`src/rtl/watch_pkg.sv`:
```
// Shared types and helpers for the watch display path.
package watch_pkg;

    localparam int SEG_W = 7;
    localparam int NDIG  = 4;

    typedef logic [SEG_W-1:0] seg_t;
    typedef logic [1:0]       dig_idx_t;
    typedef logic [1:0]       bright_t;

    // Lit length of a slot for brightness b (0..3), in clock cycles.
    function automatic int on_len(input int scan_div, input int blank_cyc, input int b);
        return ((scan_div - blank_cyc) * (b + 1)) / 4;
    endfunction

endpackage

```
`src/rtl/watch_scan_cnt.sv`:
```
// Slot counter, digit index and end-of-frame pulse for the display scanner.
module watch_scan_cnt
    import watch_pkg::*;
#(
    parameter  int SCAN_DIV = 64,
    localparam int CNT_W    = $clog2(SCAN_DIV)
) (
    input  logic             clk_i,
    input  logic             rst_i,
    input  logic             en_i,
    output logic [CNT_W-1:0] cnt_o,
    output dig_idx_t         idx_o,
    output logic             frame_o
);

    localparam logic [CNT_W-1:0] CNT_MAX = CNT_W'(SCAN_DIV - 1);

    logic [CNT_W-1:0] cnt_q, cnt_d;
    dig_idx_t         idx_q, idx_d;
    logic             frame_q, frame_d;

    always_comb begin
        cnt_d   = '0;
        idx_d   = '0;
        frame_d = 1'b0;
        if (en_i) begin
            frame_d = (idx_q == 2'd3) && (cnt_q == CNT_MAX);
            if (cnt_q == CNT_MAX) begin
                cnt_d = '0;
                idx_d = idx_q + 2'd1;
            end else begin
                cnt_d = cnt_q + CNT_W'(1);
                idx_d = idx_q;
            end
        end
    end

    always_ff @(posedge clk_i) begin
        if (rst_i) begin
            cnt_q   <= '0;
            idx_q   <= '0;
            frame_q <= 1'b0;
        end else begin
            cnt_q   <= cnt_d;
            idx_q   <= idx_d;
            frame_q <= frame_d;
        end
    end

    assign cnt_o   = cnt_q;
    assign idx_o   = idx_q;
    assign frame_o = frame_q;

endmodule

```
`src/rtl/watch_disp_scan.sv`:
```
// Multiplexed 4-digit LED scanner: per-frame segment snapshot, per-slot
// brightness via lit-window length, registered digit/segment drive.
module watch_disp_scan
    import watch_pkg::*;
#(
    parameter int SCAN_DIV  = 64,
    parameter int BLANK_CYC = 4
) (
    input  logic            clk_i,
    input  logic            rst_i,
    input  logic            en_i,
    input  seg_t            segment_hxxx_i,
    input  seg_t            segment_xhxx_i,
    input  seg_t            segment_xxmx_i,
    input  seg_t            segment_xxxm_i,
    input  bright_t         bright_i,
    output seg_t            seg_o,
    output logic [NDIG-1:0] dig_o,
    output logic            frame_o
);

    localparam int CNT_W = $clog2(SCAN_DIV);

    // Slot-relative end points of the BLANK and ON phases, one bit wider than
    // cnt because the full-brightness ON phase ends exactly at SCAN_DIV.
    localparam logic [CNT_W:0] BLANK_END = (CNT_W+1)'(BLANK_CYC);
    localparam logic [CNT_W:0] ON_END0   = (CNT_W+1)'(BLANK_CYC + on_len(SCAN_DIV, BLANK_CYC, 0));
    localparam logic [CNT_W:0] ON_END1   = (CNT_W+1)'(BLANK_CYC + on_len(SCAN_DIV, BLANK_CYC, 1));
    localparam logic [CNT_W:0] ON_END2   = (CNT_W+1)'(BLANK_CYC + on_len(SCAN_DIV, BLANK_CYC, 2));
    localparam logic [CNT_W:0] ON_END3   = (CNT_W+1)'(BLANK_CYC + on_len(SCAN_DIV, BLANK_CYC, 3));

    logic [CNT_W-1:0] cnt;
    dig_idx_t         idx;

    seg_t             snap_q [NDIG];
    seg_t             snap_d [NDIG];
    bright_t          bright_q, bright_d;
    seg_t             seg_q, seg_d;
    logic [NDIG-1:0]  dig_q, dig_d;
    logic [CNT_W:0]   on_end;
    logic [CNT_W:0]   cnt_x;
    logic             lit;

    watch_scan_cnt #(
        .SCAN_DIV (SCAN_DIV)
    ) u_cnt (
        .clk_i   (clk_i),
        .rst_i   (rst_i),
        .en_i    (en_i),
        .cnt_o   (cnt),
        .idx_o   (idx),
        .frame_o (frame_o)
    );

    always_comb begin
        snap_d   = snap_q;
        bright_d = bright_q;
        seg_d    = '0;
        dig_d    = '0;
        cnt_x    = {1'b0, cnt};

        case (bright_q)
            2'd0:    on_end = ON_END0;
            2'd1:    on_end = ON_END1;
            2'd2:    on_end = ON_END2;
            default: on_end = ON_END3;
        endcase
        lit = (cnt_x >= BLANK_END) && (cnt_x < on_end);

        if (en_i) begin
            if (cnt == '0) begin
                bright_d = bright_i;
                if (idx == 2'd0) begin
                    snap_d[0] = segment_hxxx_i;
                    snap_d[1] = segment_xhxx_i;
                    snap_d[2] = segment_xxmx_i;
                    snap_d[3] = segment_xxxm_i;
                end
            end
            // cnt=0 is always blank, so the snapshot/brightness taken there
            // never races with the lit decode that reads the held copies.
            if (lit) begin
                dig_d = 4'b1000 >> idx;
                seg_d = snap_q[idx];
            end
        end
    end

    always_ff @(posedge clk_i) begin
        if (rst_i) begin
            for (int i = 0; i < NDIG; i++) snap_q[i] <= '0;
            bright_q <= '0;
            seg_q    <= '0;
            dig_q    <= '0;
        end else begin
            snap_q   <= snap_d;
            bright_q <= bright_d;
            seg_q    <= seg_d;
            dig_q    <= dig_d;
        end
    end

    assign seg_o = seg_q;
    assign dig_o = dig_q;

endmodule

```
`config.mk`:
```
export PLATFORM = sky130hd
export DESIGN_NAME = watch_disp_scan
export DESIGN_NICKNAME = d
export VERILOG_FILES = /design/src/rtl/watch_pkg.sv /design/src/rtl/watch_scan_cnt.sv /design/src/rtl/watch_disp_scan.sv
export SDC_FILE = /design/constraint.sdc
export NUM_CORES = 1
export LEC_CHECK = 0
export ABC_AREA = 1
export CAP_MARGIN = 20
export CORE_MARGIN = 4
export CORE_UTILIZATION = 51
export DETAILED_ROUTE_END_ITERATION = 10
export HOLD_SLACK_MARGIN = 0.05
export PLACE_DENSITY = 0.81
export SLEW_MARGIN = 10
export SYNTH_ARGS = -nofsm -noshare
export SYNTH_HDL_FRONTEND = slang
export SYNTH_SLANG_ARGS = --single-unit
```
`constraint.sdc`:
```
create_clock -name clk_i -period 2.05 [get_ports clk_i]
set_clock_uncertainty 0.05 [all_clocks]
set_input_delay 0.205 -clock clk_i [delete_from_list [all_inputs] [get_ports clk_i]]
set_output_delay 0.205 -clock clk_i [all_outputs]
set_load 0.02 [all_outputs]
```
* After elaboration in Yosys (flattened, before gate mapping)
Cells that the tools add are included.
** Word-level totals
- Register bits after elaboration :: 50
- Output and inout bits :: 12
- Logic and storage cells :: 37
** Operators by class
- $add $sub $neg :: 2
- $lt $le $gt $ge :: 3
- Equal/unequal tests :: 4
- Shift operators :: 1
- Muxes and demuxes :: 4
- Bitwise logic cells :: 3
- Reductions and logical operators :: 10
** Operator list (number)
- 7-bit one-hot mux with 3 select lines :: 1
- 7-bit binary-select mux with 2-bit select :: 1
- 7-bit 2-to-1 mux :: 2
- 6-bit by 7-bit less-than comparator with 1-bit output :: 1
- 6-bit by 1-bit adder with 6-bit output (second input constant) :: 1
- 6-bit == test (second input constant) :: 1
- 6-bit by 3-bit >= comparator with 1-bit output (second input constant) :: 1
- 6-bit logical NOT :: 1
- 3-bit OR reduction :: 2
- 2-bit == test (second input constant) :: 2
- 2-bit logical NOT :: 2
- 4-bit by 2-bit >> shifter with 4-bit output (first input constant) :: 1
- 3-bit >= comparator (second input constant) :: 1
- 2-bit inverter with 3-bit output :: 1
- 3-bit AND reduction :: 1
- 2-bit by 1-bit adder with 2-bit output (second input constant) :: 1
- 2-bit by 1-bit == test with 1-bit output (second input constant) :: 1
- 1-bit logical AND :: 2
- 1-bit inverter :: 2
- 2-bit AND reduction :: 1
- 2-bit OR reduction :: 1

* Logic depth before layout (Yosys ltp)
- Word-level depth :: 6
- Gate-level depth with buffers :: 11
- Gate-level depth less buffers :: 11

* By module
From an unflattened synthesis, not the netlist that was laid out.
** Second synthesis, totals
- Cells, all modules :: 343
- Area total of the unflattened synthesis :: 2343.5 µm²
** By module, submodules not included
- watch_disp_scan :: instances 1, cells an instance 293, area an instance 1954.4 µm², seq. area each 820.8 µm²
- watch_scan_cnt :: instances 1, cells an instance 50, area an instance 389.1 µm², seq. area each 180.2 µm²

* Worst setup path before layout
No wires, ideal clock.
- Kind :: register to register
- From :: reg u_cnt.idx_q[0] (netlist: u_cnt.idx_o[0])
- To :: reg snap_q[10] (netlist bit)
- Library setup time :: 113 ps
- Data arrival time :: 1536 ps
- Data required time :: 1887 ps
- Slack :: 351 ps
- Cell stages (with the launch flop) :: 12
- Clock period less this slack :: 1699 ps
- Path through :: dfxtp_1 > buf_4 > clkinv_1 > buf_2 > ha_1 > inv_1 > nor3_2 > buf_4 > buf_6 > nand2_1 > nand2_1 > nor2_1
** Between the ends
- Cells in the longest elaborated chain, start to end :: 2
** Ends and longest elaborated chain
- start: declaration :: RTL line watch_scan_cnt.sv:19 : dig_idx_t idx_q, idx_d;
- start signal: assignment :: RTL line watch_scan_cnt.sv:45 : idx_q <= idx_d;
- 2-bit logical NOT :: RTL line watch_disp_scan.sv:73 : if (idx == 2'd0) begin
- 3-bit AND reduction (no source line)
- end signal: assignment :: RTL line watch_disp_scan.sv:96 : snap_q <= snap_d;
- end: declaration :: RTL line watch_disp_scan.sv:35 : seg_t snap_q [NDIG];
No other way between the ends.
A chain may end at the register's enable or synchronous reset.

* Final worst setup path
- From :: reg bright_q[0]
- To :: reg seg_q[3] (netlist: seg_o[3])
** Between the ends
- Cells in the longest elaborated chain, start to end :: 6
- Elaborated cells between the ends (all ways) :: 8
- Classes of those cells :: order compare (1); eq/ne (2); mux (1); bitwise (1); reduce/logical (3)
** Ends and longest elaborated chain
- start: declaration :: RTL line watch_disp_scan.sv:37 : bright_t bright_q, bright_d;
- start signal: assignment :: RTL line watch_disp_scan.sv:97 : bright_q <= bright_d;
- 2-bit == test (tied with other cells) :: RTL line watch_disp_scan.sv:62 : case (bright_q)
- 7-bit one-hot mux with 3 select lines * :: RTL line watch_disp_scan.sv:62
- 6-bit by 7-bit less-than comparator with 1-bit output * :: RTL line watch_disp_scan.sv:68 : lit = (cnt_x >= BLANK_END) && (cnt_x < on_end);
- 1-bit logical AND * :: RTL line watch_disp_scan.sv:68
- 1-bit inverter (no source line) *
- 3-bit OR reduction (no source line) *
- end signal: assignment :: RTL line watch_disp_scan.sv:98 : seg_q <= seg_d;
- end: declaration :: RTL line watch_disp_scan.sv:38 : seg_t seg_q, seg_d;
Mark *: on every way between the ends. The rest lies on a longest branch, timed or not.

==> flow_metrics.tcl <==
set metrics [dict create \
    cts_sinks 50 \
    leakage_nw 1.42 \
    port-buffer-count 44 \
    cts_tree "built" \
    cp_slowest_stage_delay_ps 430 \
    vias 2048 \
    worstPathCellList "inv_1 -> ha_1 -> o21ai_0 -> ha_1 -> o21ai_0 -> nand2_1 -> nand2_1 -> nand2_1 -> nor2_1" \
    cts_made_buffers 5 \
    hold_path_depth 2 \
    fillers 382 \
    synth.avg_cell_area_um2 6.64 \
    drc 0 \
    cts_setup_buffers 0 \
    routed-wl-met3_um 212 \
    num_rows 24 \
    grt_pass1_vias 1774 \
    drtAntennaViolNets 0 \
    cp_max_fo 7 \
    syn_to_final_growth_pct 24.9 \
    crit_required_ps 2240 \
    path_class "reg2reg" \
    detail_route.wirelength.met1_um 2100 \
    clockRootBuffer "clkbuf_8" \
    grt-ovfl-total 0 \
    synthFlopType "dfxtp_1" \
    pwr_density_cell_mw_per_mm2 683 \
    yosys_warnings 0 \
    hpwlAfterDp_um 3330 \
    ys_ff_latch 50 \
    rsz0062_at_grt "no" \
    path_depth 9 \
    synth-edff-count 0 \
    dieArea_mm2 0.00573 \
    ios 45 \
    fin_area_mm2 0.00292 \
    placed_area_mm2 0.00281 \
    ir_worst_vdd_mv 0.380 \
    drt_iter0_drc 91 \
    ctsResizeCount 0 \
    clk_pin_slew_ps 90 \
    wirelength_um 4490 \
    nNetsFinal 438 \
    cp-start-kind "flip-flop" \
    ys_seq_area_share_pct 42.8 \
    cpMostUsedCell "nand2_1" \
    top_layer_used "met4" \
    die_height_um 75.7 \
    ys_top_cells_by_area "dfxtp_1, nand2_1, nor2_1" \
    drv_slew 0 \
    cpMaxStageDelayCell "dfxtp_1" \
    drt-pass1-iter-count 4 \
    hold_slack_ps 437 \
    cts-hold-fix-buffers 0 \
    worstMarginPinSlew_ps 298 \
    synthArstFlopShare_pct 0 \
    cts_buffer_depth 2 \
    fin_setup_tns_ps 0 \
    antenna_found_initial 0 \
    crit_buf_inv 1 \
    core_mm2 0.00438 \
    die_w_um 75.7 \
    grt_max_degree 57 \
    synth_top_area_share_pct 42.8 \
    reg2reg_depth 9 \
    ys_types 21 \
    final-hold-violation-count 0 \
    grt_pass1_wl_um 7300 \
    cp_top_family "simple AND/OR/NAND/NOR gates" \
    critPathCaptureType "flip-flop" \
    routed-wl-met2_um 2110 \
    layout.cells.non_filler 448 \
    viasPerCell 4.57 \
    wire_per_inst_um 10.0 \
    pre_cts_slack_ps 248 \
    outcome "finished, final reports clean" \
    min_period_ps 1850 \
    start_util_pct 53.3 \
    gp_congestion 0.814 \
    place_inst 440 \
    netlist_area_mm2 0.00234 \
    cp.arrival_ps 2040 \
    relSlewSlack_pct 80.2 \
    setup_slack_ps 205 \
    synth_nets 395 \
    finalCritPeriodShare_pct 90.0 \
    hp-class "reg2reg" \
    drive_gt1_share_pct 3.28 \
    diodes 0 \
    setup_viol 0 \
    drv_cap 0 \
    clk_latency_ps 300 \
    grt_util_all_layers_pct 16.5 \
    yosysTopAreaCell "dfxtp_1" \
    synthCells 352 \
    max_freq_mhz 542 \
    htreeDepth 2 \
]
cells in the mapped netlist (3+ instances only):
cell and n:
nand2_1 108, nor2_1 86, dfxtp_1 50, inv_1 49, o21ai_0 12, ha_1 10
a21boi_0 7, a21oi_1 4, buf_6 4, buf_2 3, nand3_1 3, nor3_1 3
kinds of logic (layout without fill, tap and decap cells):
kind of cell | Yosys count | after routing | share of synthesized area [%]
xor gates and xnor gates | 1 | 1 | 0.375
adders and majority gates | 10 | 10 | 5.35
DFF | 50 | 50 | 42.8
and+or+nand+nor | 203 | 203 | 33.4
AOI/OAI and AO/OA | 24 | 24 | 5.99
buffers and inverters | 64 | 108 | 12.0
sequential cells by signal, summed over array words and instances, names as in the netlist:
name / flops
snap_q: 28
seg_o: 7
u_cnt.cnt_o: 6
dig_o: 4
bright_q: 2
u_cnt.idx_o: 2
u_cnt.frame_o: 1
where the power goes:
part / switching, mW / leakage (nW) / internal, mW / total [mW]
registers: 0.0302 / 0.410 / 1.02 / 1.05
logic: 0.130 / 0.963 / 0.129 / 0.260
clock network: 0.318 / 0.0514 / 0.364 / 0.682
path summary, 6_finish.rpt:
kind / start / end / slack [ps]
worst max-delay path: bright_q[0] / seg_o[3] / 200
worst min-delay path: snap_q[7] / snap_q[7] / 440
worst max register to register: bright_q[0] / seg_o[3] / 200
worst min register to register: snap_q[7] / snap_q[7] / 440
per-stage QoR:
stage / util (%) / power, mW
after floorplan: - / 1.24
after global placement: 64.1 / 1.33
after detailed placement: 64.1 / 1.34
after CTS: 66.6 / 2.01
after global routing: 66.6 / 2.09
final: 66.6 / 1.99
layer usage:
metal / GRT usage [%] / up-vias
met4: 6.60 / 0
li1: - / 1121
met2: 28.8 / 36
met5: 0 / -
met1: 19.9 / 883
met3: 3.30 / 8
placed cells by master (no fill, tap or decap), drive strengths merged:
master,n
ha,10
nor3,4
nand4,1
inv,49
clkinvlp,1
nand3b,1
a21oi,4
clkdlybuf4s50,44
buf,5
dfxtp,50
bufinv,1
xnor2,1
nand3,3
nand2,108
nor2,86
a21boi,7
clkinv,2
o21a,1
o21ai,12
clkbuf,6
worst min-delay path, delay by kind of cell (launching register included):
family	cells	cell delay, ps
flops	1	330
simple gates	2	120
area by class of cell:
class | instances | area, um^2 | area share [%]
inverter | 51 | 191 | 6.56
clock buffer | 6 | 72.6 | 2.49
tap | 52 | 65.1 | 2.23
clock inverter | 2 | 37.5 | 1.29
timing repair buffer | 49 | 490 | 16.8
multi-input combinational | 238 | 1060 | 36.4
sequential | 50 | 1000 | 34.3
Note: power is estimated with default switching activity, not from simulation.
